===== src/rtl/if_of_skid_reg.sv =====
// IF/OF pipeline register with a 2-entry skid buffer, flush-to-bubble and a
// saturating counter of cycles where OF was ready but had nothing to take.
// Every output comes straight from a flop, so downstream sees no
// combinational path from any input.
module if_of_skid_reg #(
  parameter int                 INSTR_W   = 32,
  parameter int                 PC_W      = 32,
  parameter logic [INSTR_W-1:0] NOP_INSTR = 32'h68000000,
  parameter int                 CNT_W     = 16
) (
  input  logic                      clk,
  input  logic                      reset,
  input  logic [INSTR_W-1:0]        instruction_i,
  input  logic [PC_W-1:0]           pc_i,
  input  logic                      in_valid,
  output logic                      in_ready,
  input  logic                      out_ready,
  output logic                      out_valid,
  output logic [INSTR_W+PC_W-1:0]   of,
  input  logic                      flush,
  input  logic                      clr_cnt,
  output logic [CNT_W-1:0]          bubble_cnt
);

  localparam int DW = INSTR_W + PC_W;

  typedef enum logic [1:0] {
    ST_EMPTY = 2'd0,
    ST_FULL  = 2'd1,
    ST_SKID  = 2'd2
  } state_t;

  // A bubble carries the nop encoding and a zero PC.
  localparam logic [DW-1:0] BUBBLE = {NOP_INSTR, {PC_W{1'b0}}};
  localparam logic [CNT_W-1:0] CNT_MAX = {CNT_W{1'b1}};
  localparam logic [CNT_W-1:0] CNT_ONE = {{(CNT_W-1){1'b0}}, 1'b1};

  state_t            state_q, state_d;
  logic [DW-1:0]     main_q, main_d;
  logic [DW-1:0]     skid_q, skid_d;
  logic              out_valid_q, out_valid_d;
  logic              in_ready_q, in_ready_d;
  logic [CNT_W-1:0]  cnt_q, cnt_d;

  logic [DW-1:0]     in_data_s;
  logic              in_fire_s;
  logic              out_fire_s;

  assign in_data_s  = {instruction_i, pc_i};
  // in_ready_q is a flop, so acceptance never depends on out_ready this cycle.
  assign in_fire_s  = in_valid & in_ready_q & ~flush;
  assign out_fire_s = out_valid_q & out_ready;

  // Next-state, data steering and registered handshake flags.
  always_comb begin
    state_d = state_q;
    main_d  = main_q;
    skid_d  = skid_q;

    if (flush) begin
      state_d = ST_EMPTY;
    end else begin
      case (state_q)
        ST_EMPTY: begin
          if (in_fire_s) begin
            state_d = ST_FULL;
            main_d  = in_data_s;
          end else begin
            state_d = ST_EMPTY;
          end
        end
        ST_FULL: begin
          if (in_fire_s && out_fire_s) begin
            main_d = in_data_s;
          end else if (in_fire_s) begin
            // Downstream stalled: park the newer word behind the held one.
            state_d = ST_SKID;
            skid_d  = in_data_s;
          end else if (out_fire_s) begin
            state_d = ST_EMPTY;
          end else begin
            state_d = ST_FULL;
          end
        end
        ST_SKID: begin
          if (out_fire_s) begin
            state_d = ST_FULL;
            main_d  = skid_q;
          end else begin
            state_d = ST_SKID;
          end
        end
        default: begin
          state_d = ST_EMPTY;
        end
      endcase
    end

    // Whenever nothing real is held, the output reads as a bubble.
    if (state_d == ST_EMPTY) begin
      main_d = BUBBLE;
    end else begin
      main_d = main_d;
    end

    out_valid_d = (state_d != ST_EMPTY);
    in_ready_d  = (state_d != ST_SKID);
  end

  // Starved-cycle counter: clear beats increment, holds at all-ones.
  always_comb begin
    cnt_d = cnt_q;
    if (clr_cnt) begin
      cnt_d = {CNT_W{1'b0}};
    end else if (out_ready && !out_valid_q && (cnt_q != CNT_MAX)) begin
      cnt_d = cnt_q + CNT_ONE;
    end else begin
      cnt_d = cnt_q;
    end
  end

  // State and data registers; reset drops all held data immediately.
  always_ff @(posedge clk or posedge reset) begin
    if (reset) begin
      state_q     <= ST_EMPTY;
      main_q      <= BUBBLE;
      skid_q      <= {DW{1'b0}};
      out_valid_q <= 1'b0;
      in_ready_q  <= 1'b1;
      cnt_q       <= {CNT_W{1'b0}};
    end else begin
      state_q     <= state_d;
      main_q      <= main_d;
      skid_q      <= skid_d;
      out_valid_q <= out_valid_d;
      in_ready_q  <= in_ready_d;
      cnt_q       <= cnt_d;
    end
  end

  assign of         = main_q;
  assign out_valid  = out_valid_q;
  assign in_ready   = in_ready_q;
  assign bubble_cnt = cnt_q;

endmodule


===== config.mk =====
export PLATFORM = sky130hd
export DESIGN_NAME = if_of_skid_reg
export DESIGN_NICKNAME = d
export VERILOG_FILES = /design/src/rtl/if_of_skid_reg.sv
export SDC_FILE = /design/constraint.sdc
export NUM_CORES = 1
export LEC_CHECK = 0
export ABC_AREA = 1
export ABC_CLOCK_PERIOD_IN_PS = 5700
export CAP_MARGIN = 20
export CORE_ASPECT_RATIO = 0.7
export CORE_UTILIZATION = 30
export DETAILED_ROUTE_END_ITERATION = 6
export PLACE_DENSITY = 0.61
export SLEW_MARGIN = 20
export SYNTH_ARGS = -nofsm -noshare
export SYNTH_HDL_FRONTEND = slang
export SYNTH_SLANG_ARGS = --single-unit
export TNS_END_PERCENT = 100

===== constraint.sdc =====
create_clock -name clk -period 5.7 [get_ports clk]
set_input_delay 1.14 -clock clk [delete_from_list [all_inputs] [get_ports clk]]
set_output_delay 1.14 -clock clk [all_outputs]
set_load 0.1 [all_outputs]

==> results of run 1 <==
==> power by group <==
group	leakage, nW	internal (mW)	total, mW	switching (mW)
clock	0.284	0.660	1.15	0.491
sequential	1.97	1.21	1.29	0.0865
combinational	2.65	0.160	0.453	0.293
total	4.90	2.03	2.90	0.870
==> kinds of logic after synthesis <==
logic type,count (synthesis)
simple gates,384
xor+xnor,4
buf+inv,201
compound gates,200
flops,148
fa+ha+maj,5
==> per-stage QoR <==
stage	power, mW	worst slack [ns]	area, sq um	std cells	utilization [%]
6_report	2.897	2.449	9502	1391	41.27
3_5_place_dp	1.770	1.942	8907	1359	38.69
2_1_floorplan	1.622	0.5869	7159	942	-
3_3_place_gp	1.754	1.998	8907	1359	38.69
5_1_grt	3.061	2.063	9502	1391	41.27
4_1_cts	2.941	2.373	9502	1391	41.27
==> cells in the final DEF, fill, tap and decap left out, types with 5 or more instances in the layout <==
master	netlist	final
nand2_1	268	267
clkdlybuf4s50_1	0	151
inv_1	149	148
dfrtp_1	144	144
o21ai_0	134	134
nor2_1	76	76
a21oi_1	62	62
clkbuf_16	0	17
nand4_1	16	16
nand3_1	13	11
buf_4	6	6
inv_6	0	5
==> cells in the mapped netlist (all sizes together) <==
master | count | area share [%]
a21oi | 62 | 4.3
inv | 149 | 7.8
o211ai | 1 | 0.10
nand3 | 13 | 0.91
buf | 24 | 1.9
ha | 5 | 0.87
nand4 | 16 | 1.4
nor3 | 1 | 0.070
or2 | 2 | 0.17
o21ai | 134 | 9.4
nor2 | 83 | 4.8
clkbuf | 28 | 1.5
xnor2 | 2 | 0.24
dfstp | 4 | 1.5
xor2 | 2 | 0.24
o21bai | 3 | 0.31
dfrtp | 144 | 50
nand2 | 269 | 14
==> final timing paths <==
check | startpoint | depth (start not counted) | to | slack [ns]
max | of[61] | 1 | of[61] | 2.45
min | skid_q[21] | 2 | skid_q[21] | 0.48
max reg2reg | state_q[0] | 9 | of[7] | 2.84
min reg2reg | skid_q[21] | 2 | skid_q[21] | 0.48
max in group asynchronous | reset | 3 | skid_q[29] | 3.47
min in group asynchronous | reset | 2 | skid_q[26] | 1.25
==> flip-flops by register name (all words and copies together) (netlist names) <==
register    cells
state_q         2
bubble_cnt     16
in_ready        1
of             64
out_valid       1
skid_q         64
==> metal layers <==
layer | vias up | share of wire, % | GRT usage [%]
li1 | 3168 | - | -
met1 | 2778 | 52 | 22.13
met2 | 150 | 42 | 22.01
met3 | 6 | 4.3 | 3.739
met4 | 0 | 0.72 | 3.552
met5 | - | 0 | 0
==> cell type report <==
cell class              instances  area [sq um]
fillers                      2286         13520
flip-flops and latches        148          3709
multi-input cells             593          2688
repair buffers                157          1556
inverters                     149         564.3
clock buffers                  18         429.2
well taps                     312         390.4
clock inverters                14         165.2
==> results.sh, run 1 <==
export IMPL_drc=0
export IMPL_synthAdderAreaFrac_pct=0.8738
export IMPL_drive_gt1_share_pct=5.190
export IMPL_area_growth_pct=32.72
export IMPL_gp_congestion=0.7968
export IMPL_critPathBufInv=1
export IMPL_viasPerCell=4.387
export IMPL_die_area_sq_um=24500
export IMPL_drt_iter0_markers=372
export IMPL_synthCells=942
export IMPL_fin_skew_ns=0.01476
export IMPL_dr_pass1_iters=5
export IMPL_worstMarginPinSlew_ns=1.048
export IMPL_min_path_type="register to register"
export IMPL_critPathLaunchType="register"
export IMPL_clock_fmax_mhz=307.6
export IMPL_synth_nets=1017
export IMPL_synth_xor_area_share_pct=0.4893
export IMPL_n_antenna_cell=0
export IMPL_wl_per_cell_um=12.83
export IMPL_ios=152
export IMPL_synth_top_family_by_area="simple AND/OR/NAND/NOR gates"
export IMPL_synth_cell_types=24
export IMPL_finalCritPeriodShare_pct=57.03
export IMPL_critical_path_top_delay_family="buffers and inverters"
export IMPL_core_area_sq_um=23020
export IMPL_io_buffers=151
export IMPL_slew_viol_final=0
export IMPL_antenna_found_initial=0
export IMPL_yosys_warnings=0
export IMPL_outcome="finished, final reports clean"
export IMPL_grt_pass1_wl_mm=29.67
export IMPL_syn_area_sq_um=7159
export IMPL_die_width_um=186.6
export IMPL_root_buffer="clkbuf_16"
export IMPL_worst_setup_path_type="register to primary output"
export IMPL_ir_worst_vdd_mv=0.1867
export IMPL_path_cells="clkdlybuf4s50_1"
export IMPL_cts_buffers=17
export IMPL_grt_use_total_pct=15.07
export IMPL_vias=6102
export IMPL_row_count=46
export IMPL_power_density_nw_per_um2=304.9
export IMPL_final_hold_violation_count=0
export IMPL_cts_resized=0
export IMPL_cp_slowest_cell="clkdlybuf4s50_1"
export IMPL_synthMuxAreaShare_pct=0
export IMPL_dp_hpwl_mm=11.42
export IMPL_yosys_area_share_simple_pct=21.50
export IMPL_critPathMaxFanout=2
export IMPL_max_stage_delay_ns=1.14
export IMPL_cts_setup_buffers=0
export IMPL_seq_area_frac_synth_pct=51.80
export IMPL_cts_tree="yes"
export IMPL_layout_nets=1141
export IMPL_drt_antenna_violating_nets=0
export IMPL_slew_headroom_pct=29.95
export IMPL_setup_viol=0
export IMPL_initial_core_util_pct=31.10
export IMPL_hold_ws_ns=0.4843
export IMPL_grt_setup_unrepaired="false"
export IMPL_clk_pin_slew_worst_paths_ns=0.06
export IMPL_tns_ns=0
export IMPL_clockBufferDepth=2
export IMPL_grt_ovfl_total=0
export IMPL_cts_hold_buffers=0
export IMPL_p_leak_nw=4.898
export IMPL_cts_sinks=148
export IMPL_layout_min_cycle_time_ns=3.251
export IMPL_crit_required_ns=4.56
export IMPL_ctsHtreeMaxLevel=4
export IMPL_synth_seq_cells=148
export IMPL_grt_pass1_vias=5609
export IMPL_maxCapViolCount=0
export IMPL_cp_end_kind="primary output"
export IMPL_crit_arrival_ns=2.11
export IMPL_dieHeight_um=131.3
export IMPL_clk_latency_ns=0.42
export IMPL_wirelength_mm=17.84
export IMPL_syn_avg_cell_area_sq_um=7.600
export IMPL_grt_max_degree=89
export IMPL_synth_compound_area_share_pct=14.12
Power figures use the tool's default switching activity.
==> run 2: changes to the inputs <==
--- a/config.mk
+++ b/config.mk
@@ -6,12 +6,12 @@
 export NUM_CORES = 1
 export LEC_CHECK = 0
 export ABC_AREA = 1
-export ABC_CLOCK_PERIOD_IN_PS = 5700
+export ABC_CLOCK_PERIOD_IN_PS = 2900
 export CAP_MARGIN = 20
 export CORE_ASPECT_RATIO = 0.7
 export CORE_UTILIZATION = 30
 export DETAILED_ROUTE_END_ITERATION = 6
-export PLACE_DENSITY = 0.61
+export PLACE_DENSITY = 0.63
 export SLEW_MARGIN = 20
 export SYNTH_ARGS = -nofsm -noshare
 export SYNTH_HDL_FRONTEND = slang
==> constraint.sdc (replaced) <==
create_clock -name clk -period 2.9 [get_ports clk]
set_input_delay 0.58 -clock clk [delete_from_list [all_inputs] [get_ports clk]]
set_output_delay 0.58 -clock clk [all_outputs]
set_load 0.1 [all_outputs]
==> results.sh, run 2 (same netlist as run 1, synthesis figures left out) <==
export IMPL_outcome="finished, final reports clean"
export IMPL_layout_commonest_cell="nand2_1"
export IMPL_crit_required_ns=3.27
export IMPL_cp_end_kind="register"
export IMPL_row_count=46
export IMPL_slew_headroom_pct=59.22
export IMPL_ir_worst_vdd_mv=0.3684
export IMPL_min_path_type="register to register"
export IMPL_layout_min_cycle_time_ns=1.938
export IMPL_wl_per_cell_um=12.69
export IMPL_cts_resized=0
export IMPL_gp_congestion=0.8022
export IMPL_cts_buffers=17
export IMPL_initial_core_util_pct=31.10
export IMPL_tns_ns=0
export IMPL_worst_setup_path_type="primary input to register"
export IMPL_rr_startpoint="in_ready"
export IMPL_grt_max_degree=129
export IMPL_critPathMaxFanout=65
export IMPL_cts_sinks=148
export IMPL_clk_pin_slew_worst_paths_ns=0.07
export IMPL_n_antenna_cell=0
export IMPL_ctsHtreeMaxLevel=4
export IMPL_grt_pass1_wl_mm=29.86
export IMPL_crit_start="out_ready"
export IMPL_clockBufferDepth=2
export IMPL_clk_latency_ns=0.42
export IMPL_worstMarginPinSlew_ns=0.6104
export IMPL_drc=0
export IMPL_antenna_found_initial=1
export IMPL_layout_nets=1148
export IMPL_crit_arrival_ns=2.30
export IMPL_fin_skew_ns=0.009184
export IMPL_drt_antenna_violating_nets=0
export IMPL_p_seq_share_pct=45.0
export IMPL_cts_hold_buffers=0
export IMPL_p_leak_nw=5.112
export IMPL_grt_setup_unrepaired="false"
export IMPL_dieHeight_um=131.3
export IMPL_die_area_sq_um=24500
export IMPL_drive_gt1_share_pct=13.10
export IMPL_post_place_ws_ns=0.5500
export IMPL_setup_viol=0
export IMPL_final_cell_mix="nand2_1 (267), inv_1 (148), dfrtp_1 (144)"
export IMPL_core_area_sq_um=23020
export IMPL_finalCritPeriodShare_pct=66.82
export IMPL_viasPerCell=4.361
export IMPL_sw_frac_of_total_pct=28.64
export IMPL_wirelength_mm=17.71
export IMPL_final_hold_violation_count=0
export IMPL_grt_ovfl_total=0
export IMPL_vias=6088
export IMPL_min_from="skid_q[20]"
export IMPL_critPathLaunchType="primary input"
export IMPL_die_width_um=186.6
export IMPL_grt_use_total_pct=15.07
export IMPL_io_buffers=151
export IMPL_power_internal_mw=4.030
export IMPL_worst_slack_ns=0.9622
export IMPL_slew_viol_final=0
export IMPL_area_growth_pct=31.54
export IMPL_p_sw_mw=1.617
export IMPL_r2r_cells=9
export IMPL_hold_depth=2
export IMPL_p_comb_share_pct=16.1
export IMPL_cts_setup_buffers=0
export IMPL_cts_tree="yes"
export IMPL_clkPwrFrac_pct=38.8
export IMPL_dr_pass1_iters=5
export IMPL_grt_pass1_vias=5735
export IMPL_dp_hpwl_mm=11.31
export IMPL_root_buffer="clkbuf_16"
export IMPL_power_density_nw_per_um2=599.6
export IMPL_maxCapViolCount=0
export IMPL_clock_fmax_mhz=516.0
export IMPL_drt_iter0_markers=350
export IMPL_ios=152
[run 2: worst paths after layout]
check | to | slack [ns]
worst max-delay path | of[18] | 0.96
worst min-delay path | skid_q[20] | 0.48
worst max register to register | of[18] | 1.05
worst min register to register | skid_q[20] | 0.48
max in group asynchronous | of[5] | 1.65
min in group asynchronous | of[46] | 0.59
[run 2: stage by stage]
stage / instance area [sq um] / util [%] / hold slack [ns] / power, mW / std cells
2_1_floorplan: 7163 / - / 0.4529 / 3.188 / 942
3_3_place_gp: 8841 / 38.40 / 0.4661 / 3.467 / 1366
3_5_place_dp: 8841 / 38.40 / 0.4732 / 3.501 / 1366
4_1_cts: 9418 / 40.91 / 0.4878 / 5.728 / 1396
5_1_grt: 9418 / 40.91 / 0.5070 / 5.954 / 1396
6_report: 9418 / 40.91 / 0.4841 / 5.647 / 1396
[run 2: final cells by class]
| class | count | area [sq um] |
|---|---|---|
| multi-input cells | 593 | 2688 |
| inverters | 149 | 563.0 |
| repair buffers | 164 | 1491 |
| clock inverters | 8 | 102.6 |
| fillers | 2335 | 13600 |
| clock buffers | 22 | 474.2 |
| flip-flops and latches | 148 | 3709 |
| well taps | 312 | 390.4 |
[run 2: power groups by stage]
stage                     sequential [mW]  combinational, mW  clock [mW]
final                                2.54              0.911        2.19
after global routing                 2.58               1.04        2.33
after CTS                            2.54              0.928        2.26
after detailed placement             2.57              0.928           0
after global placement               2.56              0.908           0
after floorplan                      2.71              0.474           0
[run 2: worst max-delay path, cell delays in order]
cell and delay [ns]:
clkdlybuf4s50_1 0.48, nand2_1 0.15, inv_1 0.13, nand2_1 0.06
nand2_1 0.10, nand3_4 0.19, buf_12 0.25, o21ai_0 0.20
nand2_1 0.07, inv_1 0.06
[run 2: layer usage]
layer	global-route usage (%)	wire length, um	vias up
li1	-	-	3169
met1	21.91	9062	2743
met2	22.01	7547	154
met3	3.526	894	20
met4	4.463	193	2
met5	0	12	-
==> run 3: changes to the inputs <==
--- a/config.mk
+++ b/config.mk
@@ -6,12 +6,12 @@
 export NUM_CORES = 1
 export LEC_CHECK = 0
 export ABC_AREA = 1
-export ABC_CLOCK_PERIOD_IN_PS = 2900
+export ABC_CLOCK_PERIOD_IN_PS = 1800
 export CAP_MARGIN = 20
 export CORE_ASPECT_RATIO = 0.7
 export CORE_UTILIZATION = 30
 export DETAILED_ROUTE_END_ITERATION = 6
-export PLACE_DENSITY = 0.63
+export PLACE_DENSITY = 0.61
 export SLEW_MARGIN = 20
 export SYNTH_ARGS = -nofsm -noshare
 export SYNTH_HDL_FRONTEND = slang
==> constraint.sdc (replaced) <==
create_clock -name clk -period 1.8 [get_ports clk]
set_input_delay 0.36 -clock clk [delete_from_list [all_inputs] [get_ports clk]]
set_output_delay 0.36 -clock clk [all_outputs]
set_load 0.1 [all_outputs]
==> results.sh, run 3 (same netlist as run 1, synthesis figures left out) <==
export IMPL_p_comb_share_pct=18.7
export IMPL_cp_end_kind="register"
export IMPL_area_growth_pct=52.78
export IMPL_dp_cells=1392
export IMPL_cts_tree="yes"
export IMPL_clockBufferDepth=2
export IMPL_clk_latency_ns=0.43
export IMPL_crit_required_ns=2.17
export IMPL_dieHeight_um=131.3
export IMPL_drt_iter0_markers=396
export IMPL_drive_gt1_share_pct=16.93
export IMPL_grt_max_degree=69
export IMPL_root_buffer="clkbuf_16"
export IMPL_power_density_nw_per_um2=855.7
export IMPL_clock_fmax_mhz=572.6
export IMPL_cts_sinks=148
export IMPL_clkPwrFrac_pct=37.5
export IMPL_cts_hold_buffers=0
export IMPL_rr_startpoint="in_ready"
export IMPL_critPathMaxFanout=11
export IMPL_setup_viol=0
export IMPL_row_count=46
export IMPL_antenna_found_initial=0
export IMPL_n_antenna_cell=0
export IMPL_grt_ovfl_total=0
export IMPL_p_sw_mw=2.938
export IMPL_final_util_pct=47.51
export IMPL_initial_core_util_pct=31.10
export IMPL_die_width_um=186.6
export IMPL_ir_worst_vdd_mv=0.6243
export IMPL_cts_buffers=17
export IMPL_rrSetupSlack_ns=0.05
export IMPL_min_path_type="primary input to asynchronous set/reset pin"
export IMPL_dr_pass1_iters=5
export IMPL_tns_ns=0
export IMPL_maxCapViolCount=0
export IMPL_drt_antenna_violating_nets=0
export IMPL_fillers=2174
export IMPL_viasPerCell=4.324
export IMPL_final_cell_mix="nand2_1 (262), inv_1 (148), dfrtp_1 (143)"
export IMPL_ios=152
export IMPL_sw_frac_of_total_pct=31.39
export IMPL_p_seq_share_pct=43.8
export IMPL_clk_pin_slew_worst_paths_ns=0.07
export IMPL_grt_pass1_wl_mm=30.37
export IMPL_gp_congestion=0.8374
export IMPL_fin_skew_ns=0.02468
export IMPL_power_total_mw=9.360
export IMPL_wirelength_mm=19.47
export IMPL_layout_min_cycle_time_ns=1.747
export IMPL_dp_hpwl_mm=12.55
export IMPL_slew_headroom_pct=70.24
export IMPL_finalCritPeriodShare_pct=97.03
export IMPL_critPathLaunchType="register"
export IMPL_crit_arrival_ns=2.11
export IMPL_fin_cells=1434
export IMPL_r2r_end="of[25]"
export IMPL_wl_per_cell_um=13.58
export IMPL_layout_nets=1184
export IMPL_grt_pass1_vias=5857
export IMPL_worstMarginPinSlew_ns=0.4430
export IMPL_io_buffers=151
export IMPL_ctsHtreeMaxLevel=4
export IMPL_worst_setup_path_type="register to register"
export IMPL_drc=0
export IMPL_slew_viol_final=0
export IMPL_vias=6201
export IMPL_die_area_sq_um=24500
export IMPL_layout_commonest_cell="nand2_1"
export IMPL_p_leak_nw=5.611
export IMPL_final_hold_violation_count=0
export IMPL_grt_use_total_pct=15.39
export IMPL_power_internal_mw=6.422
export IMPL_r2r_cells=10
export IMPL_outcome="finished, final reports clean"
export IMPL_core_area_sq_um=23020
==> run 3: per-layer routing <==
metal	global-route usage, %	vias up	share of wire [%]
met4	3.415	0	0.51
li1	-	3252	-
met5	0	-	0
met3	4.674	6	5.2
met2	23.32	129	44
met1	21.46	2814	51
==> run 3: final cells by class <==
cell class	instances	area (sq um)	area share (%)
Sequential cell	148	3710	33.92
Clock buffer	17	425.4	3.889
Multi-Input combinational cell	593	2711	24.79
Tap cell	312	390.4	3.569
Inverter	149	563.0	5.148
Clock inverter	15	162.7	1.487
Timing Repair Buffer	200	2975	27.20
==> run 3: metrics by stage <==
step / area, sq um / hold WS (ns) / worst slack, ns
floorplan: 7163 / 0.4529 / -0.4892
global placement: 10120 / 0.4659 / -0.1731
detailed placement: 10120 / 0.4736 / -0.1958
CTS: 10710 / 0.3921 / 0.05007
global route: 10940 / 0.3979 / -0.02841
finish: 10940 / 0.4022 / 0.05345
==> run 3: what timing repair did <==
item / CTS / global route
buffers inserted: 0 / 4
gates resized for setup: 0 / 17
endpoints found under the setup margin: 0 / 62
==> run 3: worst max-delay path by stage <==
stage / depth (start not counted) / from / to
after global placement: 10 / in_valid / of[25]
after CTS: 9 / in_ready / of[25]
after floorplan: 10 / bubble_cnt[1] / bubble_cnt[9]
after detailed placement: 10 / in_valid / of[25]
after global routing: 11 / in_ready / of[46]
final: 10 / in_ready / of[25]
==> run 3: worst max-delay path, stage by stage (launching register included) <==
cell       delay (ns)
dfstp_2          0.54
nand2_2          0.06
nor2_4           0.15
nand2_2          0.08
nand2_2          0.09
nand3_4          0.08
buf_12           0.17
clkbuf_16        0.17
o21ai_0          0.21
nand2_1          0.08
inv_1            0.05
==> run 3: power by group through the flow <==
stage                     logic, mW  registers (mW)  clock network [mW]
after detailed placement       1.65            4.15                   0
after global routing           1.96            4.16                3.75
final                          1.75            4.10                3.51
after floorplan               0.763            4.37                   0
after CTS                      1.66            4.10                3.60
after global placement         1.61            4.13                   0
